[src/rtl/hexa_pkg.sv]
// Shared constants, types and width helpers for the hexa router output schedulers.
package hexa_pkg;

  localparam int PORTS_DEF        = 5;
  localparam int BUFFER_DEPTH_DEF = 4;

  localparam int XPLUS  = 0;
  localparam int XMINUS = 1;
  localparam int YPLUS  = 2;
  localparam int YMINUS = 3;
  localparam int PE     = 4;

  typedef enum logic {
    IDLE   = 1'b0,
    LOCKED = 1'b1
  } sched_state_t;

  // Counter must hold every value 0..depth inclusive.
  function automatic int cw(input int depth);
    return $clog2(depth + 1);
  endfunction

  function automatic int idx_width(input int n);
    return (n > 1) ? $clog2(n) : 1;
  endfunction

endpackage

[src/rtl/outport_scheduler_if.sv]
// Request/acknowledge bundle between the inports and one output-port scheduler.
interface outport_scheduler_if
  import hexa_pkg::*;
#(
  parameter int PORTS        = PORTS_DEF,
  parameter int BUFFER_DEPTH = BUFFER_DEPTH_DEF
);

  localparam int CW = cw(BUFFER_DEPTH);

  logic [0:PORTS-1] port_rqs;
  logic [0:PORTS-1] tail_in;
  logic             credit_in;
  logic [0:PORTS-1] arb_ack;
  logic [0:PORTS-1] xbar_cfg_vector;
  logic             busy;
  logic [CW-1:0]    credit_count;
  logic             credit_overflow;

  modport master (
    output port_rqs, tail_in, credit_in,
    input  arb_ack, xbar_cfg_vector, busy, credit_count, credit_overflow
  );

  modport slave (
    input  port_rqs, tail_in, credit_in,
    output arb_ack, xbar_cfg_vector, busy, credit_count, credit_overflow
  );

endinterface

[src/rtl/rr_priority_picker.sv]
// Combinational round-robin picker: first set request strictly after ptr, wrapping.
module rr_priority_picker
  import hexa_pkg::*;
#(
  parameter int  PORTS = PORTS_DEF,
  localparam int PW    = idx_width(PORTS)
) (
  input  logic [0:PORTS-1] req,
  input  logic [PW-1:0]    ptr,
  output logic [PW-1:0]    winner,
  output logic             valid
);

  logic [PW-1:0] cand;

  // NOTE: every output of a combinational block gets a default first, so no path leaves it unassigned and no latch is inferred.
  always_comb begin
    winner = '0;
    valid  = 1'b0;
    cand   = '0;
    // Offset 1 first; offset PORTS wraps back to ptr itself as lowest priority.
    for (int i = 1; i <= PORTS; i++) begin
      cand = PW'((int'(ptr) + i) % PORTS);
      if (!valid && req[cand]) begin
        winner = cand;
        valid  = 1'b1;
      end
    end
  end

endmodule

[src/rtl/outport_scheduler.sv]
// Output-port scheduler: round-robin wormhole arbitration gated by downstream credits.
module outport_scheduler
  import hexa_pkg::*;
#(
  parameter int PORTS        = PORTS_DEF,
  parameter int BUFFER_DEPTH = BUFFER_DEPTH_DEF,
  parameter int CW           = cw(BUFFER_DEPTH)
) (
  input logic                clk,
  input logic                rst,
  outport_scheduler_if.slave bus
);

  localparam int PW = idx_width(PORTS);

  sched_state_t     state_q, state_d;
  logic [PW-1:0]    owner_q;
  logic [PW-1:0]    rr_ptr_q;
  logic [PW-1:0]    winner;
  logic             winner_valid;
  logic [CW-1:0]    credit_q;
  logic [0:PORTS-1] xbar_q;
  logic [0:PORTS-1] ack_vec;
  logic             busy_q;
  logic             overflow_q;
  logic             ack_now;
  logic             grant_now;
  logic             release_now;

  function automatic logic [0:PORTS-1] onehot(input logic [PW-1:0] idx);
    logic [0:PORTS-1] v;
    v      = '0;
    v[idx] = 1'b1;
    return v;
  endfunction

  rr_priority_picker #(.PORTS(PORTS)) u_picker (
    .req    (bus.port_rqs),
    .ptr    (rr_ptr_q),
    .winner (winner),
    .valid  (winner_valid)
  );

  always_comb begin
    state_d     = state_q;
    ack_vec     = '0;
    ack_now     = 1'b0;
    grant_now   = 1'b0;
    release_now = 1'b0;
    case (state_q)
      IDLE: begin
        if (winner_valid) begin
          grant_now = 1'b1;
          state_d   = LOCKED;
        end
      end
      LOCKED: begin
        // Only the owner can ever be acked; others wait for its tail.
        ack_now          = bus.port_rqs[owner_q] && (credit_q != '0);
        ack_vec[owner_q] = ack_now;
        if (ack_now && bus.tail_in[owner_q]) begin
          release_now = 1'b1;
          state_d     = IDLE;
        end
      end
      default: state_d = IDLE;
    endcase
  end

  // NOTE: sequential state is updated with non-blocking assignments so every register samples pre-edge values.
  always_ff @(posedge clk or negedge rst) begin
    if (!rst) begin
      state_q <= IDLE;
    end else begin
      state_q <= state_d;
    end
  end

  always_ff @(posedge clk or negedge rst) begin
    if (!rst) begin
      owner_q  <= '0;
      rr_ptr_q <= PW'(PORTS - 1);
      xbar_q   <= '0;
      busy_q   <= 1'b0;
    end else if (grant_now) begin
      owner_q <= winner;
      xbar_q  <= onehot(winner);
      busy_q  <= 1'b1;
    end else if (release_now) begin
      rr_ptr_q <= owner_q;
      xbar_q   <= '0;
      busy_q   <= 1'b0;
    end
  end

  always_ff @(posedge clk or negedge rst) begin
    if (!rst) begin
      credit_q   <= CW'(BUFFER_DEPTH);
      overflow_q <= 1'b0;
    end else begin
      case ({ack_now, bus.credit_in})
        2'b10: credit_q <= credit_q - CW'(1);
        2'b01: begin
          // A return beyond the buffer depth means upstream miscounted; saturate and flag.
          if (credit_q == CW'(BUFFER_DEPTH)) begin
            overflow_q <= 1'b1;
          end else begin
            credit_q <= credit_q + CW'(1);
          end
        end
        default: ;
      endcase
    end
  end

  assign bus.arb_ack         = ack_vec;
  assign bus.xbar_cfg_vector = xbar_q;
  assign bus.busy            = busy_q;
  assign bus.credit_count    = credit_q;
  assign bus.credit_overflow = overflow_q;

endmodule
[src/flat_wrapper.sv]
// flat-port wrapper written by rule: the top's interface ports become plain ports
module outport_scheduler_flat import hexa_pkg::*;
#(
  parameter int PORTS        = PORTS_DEF,
  parameter int BUFFER_DEPTH = BUFFER_DEPTH_DEF,
  parameter int CW           = cw(BUFFER_DEPTH)
)
  (clk, rst, bus_port_rqs, bus_tail_in, bus_credit_in, bus_arb_ack, bus_xbar_cfg_vector, bus_busy, bus_credit_count, bus_credit_overflow);
  outport_scheduler_if #(.PORTS(PORTS), .BUFFER_DEPTH(BUFFER_DEPTH)) bus_i ();
  input logic clk;
  input logic rst;
  input wire logic [$bits(bus_i.port_rqs)-1:0] bus_port_rqs;
  input wire logic [$bits(bus_i.tail_in)-1:0] bus_tail_in;
  input wire logic [$bits(bus_i.credit_in)-1:0] bus_credit_in;
  output wire logic [$bits(bus_i.arb_ack)-1:0] bus_arb_ack;
  output wire logic [$bits(bus_i.xbar_cfg_vector)-1:0] bus_xbar_cfg_vector;
  output wire logic [$bits(bus_i.busy)-1:0] bus_busy;
  output wire logic [$bits(bus_i.credit_count)-1:0] bus_credit_count;
  output wire logic [$bits(bus_i.credit_overflow)-1:0] bus_credit_overflow;
  assign bus_i.port_rqs = bus_port_rqs;
  assign bus_i.tail_in = bus_tail_in;
  assign bus_i.credit_in = bus_credit_in;
  assign bus_arb_ack = bus_i.arb_ack;
  assign bus_xbar_cfg_vector = bus_i.xbar_cfg_vector;
  assign bus_busy = bus_i.busy;
  assign bus_credit_count = bus_i.credit_count;
  assign bus_credit_overflow = bus_i.credit_overflow;
  outport_scheduler #(.PORTS(PORTS), .BUFFER_DEPTH(BUFFER_DEPTH), .CW(CW)) u_core (.clk(clk), .rst(rst), .bus(bus_i));
endmodule
[config.mk]
export PLATFORM = sky130hd
export DESIGN_NAME = outport_scheduler_flat
export DESIGN_NICKNAME = d
export VERILOG_FILES = /design/src/rtl/hexa_pkg.sv /design/src/rtl/outport_scheduler_if.sv /design/src/rtl/rr_priority_picker.sv /design/src/rtl/outport_scheduler.sv /design/src/flat_wrapper.sv
export SDC_FILE = /design/constraint.sdc
export NUM_CORES = 1
export LEC_CHECK = 0
export BUFFER_PORTS_ARGS = -buffer_cell sky130_fd_sc_hd__clkbuf_2
export CAP_MARGIN = 20
export CORE_ASPECT_RATIO = 2
export CORE_UTILIZATION = 44
export CTS_CLUSTER_SIZE = 8
export DETAILED_ROUTE_END_ITERATION = 6
export GPL_ROUTABILITY_DRIVEN = 0
export SETUP_SLACK_MARGIN = 0.05
export SLEW_MARGIN = 15
export SYNTH_ARGS = -nofsm -noshare
export SYNTH_HDL_FRONTEND = slang
export SYNTH_SLANG_ARGS = --single-unit
[constraint.sdc]
create_clock -name clk -period 5 [get_ports clk]
set_clock_uncertainty 0.2 [all_clocks]
set_input_delay 0.25 -clock clk [delete_from_list [all_inputs] [get_ports clk]]
set_output_delay 0.25 -clock clk [all_outputs]
set_load 0.02 [all_outputs]
==> flow_metrics.py, run 1 <==
metrics = {
    "routing": {
        "drc": 0,
        "vias_per_cell": 6.10,
        "wl_per_cell_um": 17.2,
        "dr.pass1.iters": 4,
        "drt_iter0_markers": 123,
        "drt.antenna.violating_nets": 0,
        "wl_mm": 8.07,
        "via_count": 2868,
    },
    "synthesis": {
        "avgSynthCellArea_um2": 8.02,
        "seq_area_frac_synth_pct": 14.9,
        "yosys-top-cells-area": "dfrtp_1, ha_1, mux4_2",
        "syn_nets": 396,
        "synthesis.area_mm2": 0.00287,
        "ys_seq_elements": 17,
        "ys_warn_count": 0,
        "synth-edff-count": 0,
        "synth_ff_type": "dfrtp_1",
        "synth_top_cell_by_area": "dfrtp_1",
        "async_reset_ff_share_pct": 100,
        "synthCells": 358,
        "synth_cell_types": 77,
        "synth_top_cell_area_share_pct": 13.1,
    },
    "clock_tree": {
        "cts_root_buf": "clkbuf_16",
        "clock_latency_ns": 0.26,
        "postCtsSetupRepairBufs": 0,
        "cts_sinks": 17,
        "path_clk_slew_ns": 0.05,
        "clk_path_buf_depth": 2,
        "cts_tree": "done",
        "cts.htree.levels": 1,
        "cts_buffers": 3,
    },
    "setup_path": {
        "arrival_ns": 4.57,
        "worst_ep_required_time_ns": 4.94,
        "setup.worst_path.end_class": "register",
        "reg2reg_depth": 16,
        "cp-start-kind": "register",
        "criticalPathCategory": "register to register",
        "crit_fanout": 9,
    },
    "floorplan": {
        "num_rows": 41,
        "core_area_mm2": 0.00631,
        "dieHeight_um": 116,
        "fp.dieW_um": 59.1,
        "start_util_pct": 45.5,
        "die-area_mm2": 0.00687,
        "design.portCount": 28,
    },
    "layout": {
        "antenna_cells": 0,
        "drive_above_1_share_pct": 21.6,
        "n_fill_cell": 630,
        "flow.area_growth_from_synthesis_pct": 12.3,
        "layout_common_cells": "nand2_1, clkbuf_2, inv_1",
        "nNetsFinal": 423,
        "final_common_cell": "nand2_1",
        "regArea_um2": 429,
        "multiInputGateArea_mm2": 0.00225,
    },
    "sta": {
        "maxSlewViolCount": 0,
        "fmax_ghz": 0.216,
        "finalSetupViolations": 0,
        "rsz0062_at_grt": "false",
        "tightest_slew_ns": 0.878,
        "slew_headroom_pct": 41.5,
        "finalHoldViolations": 0,
        "period_minus_slack_ns": 4.63,
        "fin_crit_sh_pct": 92.6,
        "fin_setup_tns_ns": 0,
    },
    "global_route": {
        "grt_antenna_before_repair": 0,
        "grtUsageTotal_pct": 25.1,
        "grt-ovfl-total": 0,
        "grt_max_degree": 25,
        "grt_pass1_vias": 2782,
        "grt_pass1_wl_mm": 13.1,
    },
    "placement": {
        "io_buffer_count": 27,
        "hpwlAfterDp_mm": 6.43,
    },
    "run": {
        "timing.max_cap.violations": 0,
    },
    "min_path": {
        "whs_path_depth": 3,
        "min_path_type": "input pin to register",
    },
    "status": {
        "status": "completed",
    },
}
[kinds of logic (layout without fill, tap and decap cells)]
group	after synthesis	count (layout)	share of synthesized area, %
DFF	17	17	14.9
and+or+nand+nor	117	117	21.6
buffers and inverters	47	73	7.19
AOI/OAI and AO/OA	118	118	29.6
muxes	24	24	11.6
adders and majority gates	25	25	11.2
xor gates and xnor gates	10	10	3.97
[cells in the mapped netlist (all sizes together) (6+ instances only)]
cell type and n:
nand2 34, inv 25, ha 24, nor2 22, a21oi 21, o21ai 20
dfrtp 15, mux2i 12, clkbuf 11, nand2b 11, buf 10, xnor2 8
and3 7, mux4 7, nor4 7, o211ai 7, o22ai 6, o31ai 6
[per-layer routing]
metal | global-route usage [%] | part of all wire, %
met3 | 2.33 | 3.0
met5 | 0 | 0
met2 | 46.7 | 54
met1 | 25.0 | 37
met4 | 17.8 | 6.2
[state kept, by name, summed over array words and instances, names as in the netlist]
register	count
u_core.bus.xbar_cfg_vector	5
u_core.bus.credit_count	3
u_core.owner_q	3
u_core.rr_ptr_q	3
u_core.bus.busy	1
u_core.bus.credit_overflow	1
u_core.state_q	1
[what timing repair did]
item | in CTS | in global routing
hold buffers | 1 | 0
endpoints found under the hold margin | 15 | 0
resized for setup | 0 | 5
endpoints found under the setup margin | 0 | 6
[critical path, stage by stage, from the launching register on]
cell      delay, ns
dfstp_2        0.63
buf_4          0.20
ha_1           0.18
a21o_1         0.11
buf_4          0.14
a21oi_1        0.07
o32a_1         0.29
ha_1           0.25
nor3b_1        0.15
a32oi_1        0.16
o32ai_1        0.15
or4bb_1        0.51
a221oi_1       0.36
nand3b_2       0.24
nor2_1         0.10
a21oi_1        0.37
mux2_2         0.38
[final timing paths]
path	from	endpoint	slack, ns
min	bus_credit_in	u_core.bus.credit_count[1]$_DFFE_PN0P_	0.20
min reg2reg	u_core.bus.credit_overflow$_DFFE_PN0P_	u_core.bus.credit_overflow$_DFFE_PN0P_	0.28
max	u_core.rr_ptr_q[2]$_DFFE_PN1P_	u_core.owner_q[1]$_DFFE_PN0P_	0.37
min in group asynchronous	rst	u_core.bus.xbar_cfg_vector[0]$_DFFE_PN0P_	0.28
max in group asynchronous	rst	u_core.rr_ptr_q[2]$_DFFE_PN1P_	3.99
max reg2reg	u_core.rr_ptr_q[2]$_DFFE_PN1P_	u_core.owner_q[1]$_DFFE_PN0P_	0.37
[area by class of cell]
type / count / area share, %
Multi-Input combinational cell: 294 / 69.8
Sequential cell: 17 / 13.3
Timing Repair Buffer: 43 / 7.99
Tap cell: 86 / 3.34
Inverter: 26 / 3.10
Clock buffer: 3 / 2.33
Clock inverter: 1 / 0.155
[stage by stage]
stage,instances,setup slack (ns),instance area (um2),util [%],hold WS [ns]
finish,470,0.368,3220,51.1,0.197
global route,470,0.0648,3220,51.1,0.228
global placement,465,0.280,3120,49.5,0.0128
CTS,470,0.282,3210,50.9,0.195
detailed placement,465,0.349,3120,49.5,0.0148
floorplan,358,0.140,2870,-,-0.246
Power of run 1 is left out: the tool's default activity adds up to more than one toggle a clock period on the data nets, which glitch-free logic cannot reach.
==> inputs of run 2 (changes only) <==
==> constraint.sdc (replaced) <==
create_clock -name clk -period 5 [get_ports clk]
set_clock_uncertainty 0.2 [all_clocks]
set_input_delay 0.75 -clock clk [delete_from_list [all_inputs] [get_ports clk]]
set_output_delay 0.75 -clock clk [all_outputs]
set_load 0.02 [all_outputs]
==> flow_metrics.py, run 2 (synthesized netlist as in run 1, its figures left out) <==
metrics = {
    "sta": {
        "slew_headroom_pct": 39.5,
        "finalSetupViolations": 0,
        "rsz0062_at_grt": "false",
        "fin_setup_tns_ns": 0,
        "maxSlewViolCount": 0,
        "period_minus_slack_ns": 4.62,
        "fin_crit_sh_pct": 92.4,
        "tightest_slew_ns": 0.908,
        "finalHoldViolations": 0,
        "fmax_ghz": 0.216,
    },
    "global_route": {
        "grt_antenna_before_repair": 0,
        "grt.busiest_layer": "met2",
        "gr-usage-met3_pct": 2.33,
        "grt-ovfl-total": 0,
        "grt_use_met1_pct": 25.0,
        "grt_use_met2_pct": 46.7,
        "grt_max_degree": 25,
        "grt_pass1_wl_mm": 13.1,
        "grtUsageTotal_pct": 25.1,
        "grt_pass1_vias": 2782,
    },
    "clock_tree": {
        "path_clk_slew_ns": 0.05,
        "cts_sinks": 17,
        "cts.htree.levels": 1,
        "cts_tree": "done",
        "postCtsSetupRepairBufs": 0,
        "cts_buffers": 3,
        "clock_latency_ns": 0.26,
        "clk_path_buf_depth": 2,
        "cts_root_buf": "clkbuf_16",
    },
    "layout": {
        "antenna_cells": 0,
        "regArea_um2": 429,
        "layout_common_cells": "nand2_1, clkbuf_2, inv_1",
        "n_fill_cell": 630,
        "final_common_cell": "nand2_1",
        "drive_above_1_share_pct": 21.7,
        "nNetsFinal": 422,
        "multiInputGateArea_mm2": 0.00225,
        "largest_reg_flops": 5,
        "flow.area_growth_from_synthesis_pct": 11.9,
    },
    "routing": {
        "via_count": 2865,
        "drt.antenna.violating_nets": 0,
        "wl_per_cell_um": 17.2,
        "drc": 0,
        "drt_iter0_markers": 113,
        "wl_mm": 8.06,
        "dr.pass1.iters": 4,
        "vias_per_cell": 6.11,
    },
    "placement": {
        "io_buffer_count": 27,
        "hpwlAfterDp_mm": 6.43,
    },
    "min_path": {
        "min_path_type": "input pin to asynchronous set/reset pin",
    },
    "setup_path": {
        "arrival_ns": 4.56,
        "setup.worst_path.end_class": "register",
        "crit_fanout": 9,
        "worst_ep_required_time_ns": 4.94,
        "criticalPathCategory": "register to register",
        "cp-start-kind": "register",
        "reg2reg_depth": 16,
    },
    "floorplan": {
        "fp.dieW_um": 59.1,
        "die-area_mm2": 0.00687,
        "design.portCount": 28,
        "core_area_mm2": 0.00631,
        "dieHeight_um": 116,
        "num_rows": 41,
        "start_util_pct": 45.5,
    },
    "run": {
        "timing.max_cap.violations": 0,
    },
    "status": {
        "status": "completed",
    },
}
run 2: critical path: stages, from the launching register on:
cell	delay [ns]
dfstp_2	0.63
buf_4	0.20
ha_1	0.18
a21o_1	0.11
buf_4	0.14
a21oi_1	0.07
o32a_1	0.29
ha_1	0.25
nor3b_1	0.15
a32oi_1	0.16
o32ai_1	0.15
or4bb_1	0.51
a221oi_1	0.36
nand3b_2	0.23
nor2_1	0.10
a21oi_1	0.38
mux2_2	0.38
run 2: timing repair:
item                                   4_1_cts  5_1_grt
hold buffers                                 0        0
endpoints found under the hold margin        0        0
setup endpoints to repair                    0        6
resized for setup                            0        5
run 2: routing by layer:
metal	up-vias	part of all wire (%)	wire length [um]
met5	-	0	0
li1	1393	-	-
met4	0	6.0	485
met2	79	55	4410
met1	1356	36	2920
met3	37	3.1	251
run 2: per-stage QoR:
step	utilization, %	hold WS (ns)	area (um2)	setup slack (ns)	instances
2_1_floorplan	-	0.254	2870	0.140	358
3_3_place_gp	49.5	0.251	3120	0.280	465
3_5_place_dp	49.5	0.266	3120	0.349	465
4_1_cts	50.7	0.245	3200	0.282	469
5_1_grt	50.9	0.264	3210	0.0648	469
6_report	50.9	0.232	3210	0.379	469
run 2: worst paths after layout:
| kind | startpoint | endpoint | slack [ns] |
|---|---|---|---|
| hold reg to reg | u_core.bus.credit_overflow$_DFFE_PN0P_ | u_core.bus.credit_overflow$_DFFE_PN0P_ | 0.28 |
| setup reg to reg | u_core.rr_ptr_q[2]$_DFFE_PN1P_ | u_core.owner_q[1]$_DFFE_PN0P_ | 0.38 |
| min in group clk | u_core.bus.credit_overflow$_DFFE_PN0P_ | u_core.bus.credit_overflow$_DFFE_PN0P_ | 0.28 |
| setup / recovery | u_core.rr_ptr_q[2]$_DFFE_PN1P_ | u_core.owner_q[1]$_DFFE_PN0P_ | 0.38 |
| max in group asynchronous | rst | u_core.rr_ptr_q[2]$_DFFE_PN1P_ | 4.03 |
| hold / removal | rst | u_core.bus.credit_count[1]$_DFFE_PN0P_ | 0.23 |
run 2: cell type report:
type                       count  share of cell area, %
sequential                    17                   13.4
clock buffer                   3                   2.34
timing repair buffer          42                   7.71
multi-input combinational    294                   70.0
tap                           86                   3.35
clock inverter                 1                  0.156
inverter                      26                   3.11
Power of run 2 is left out for the same reason.
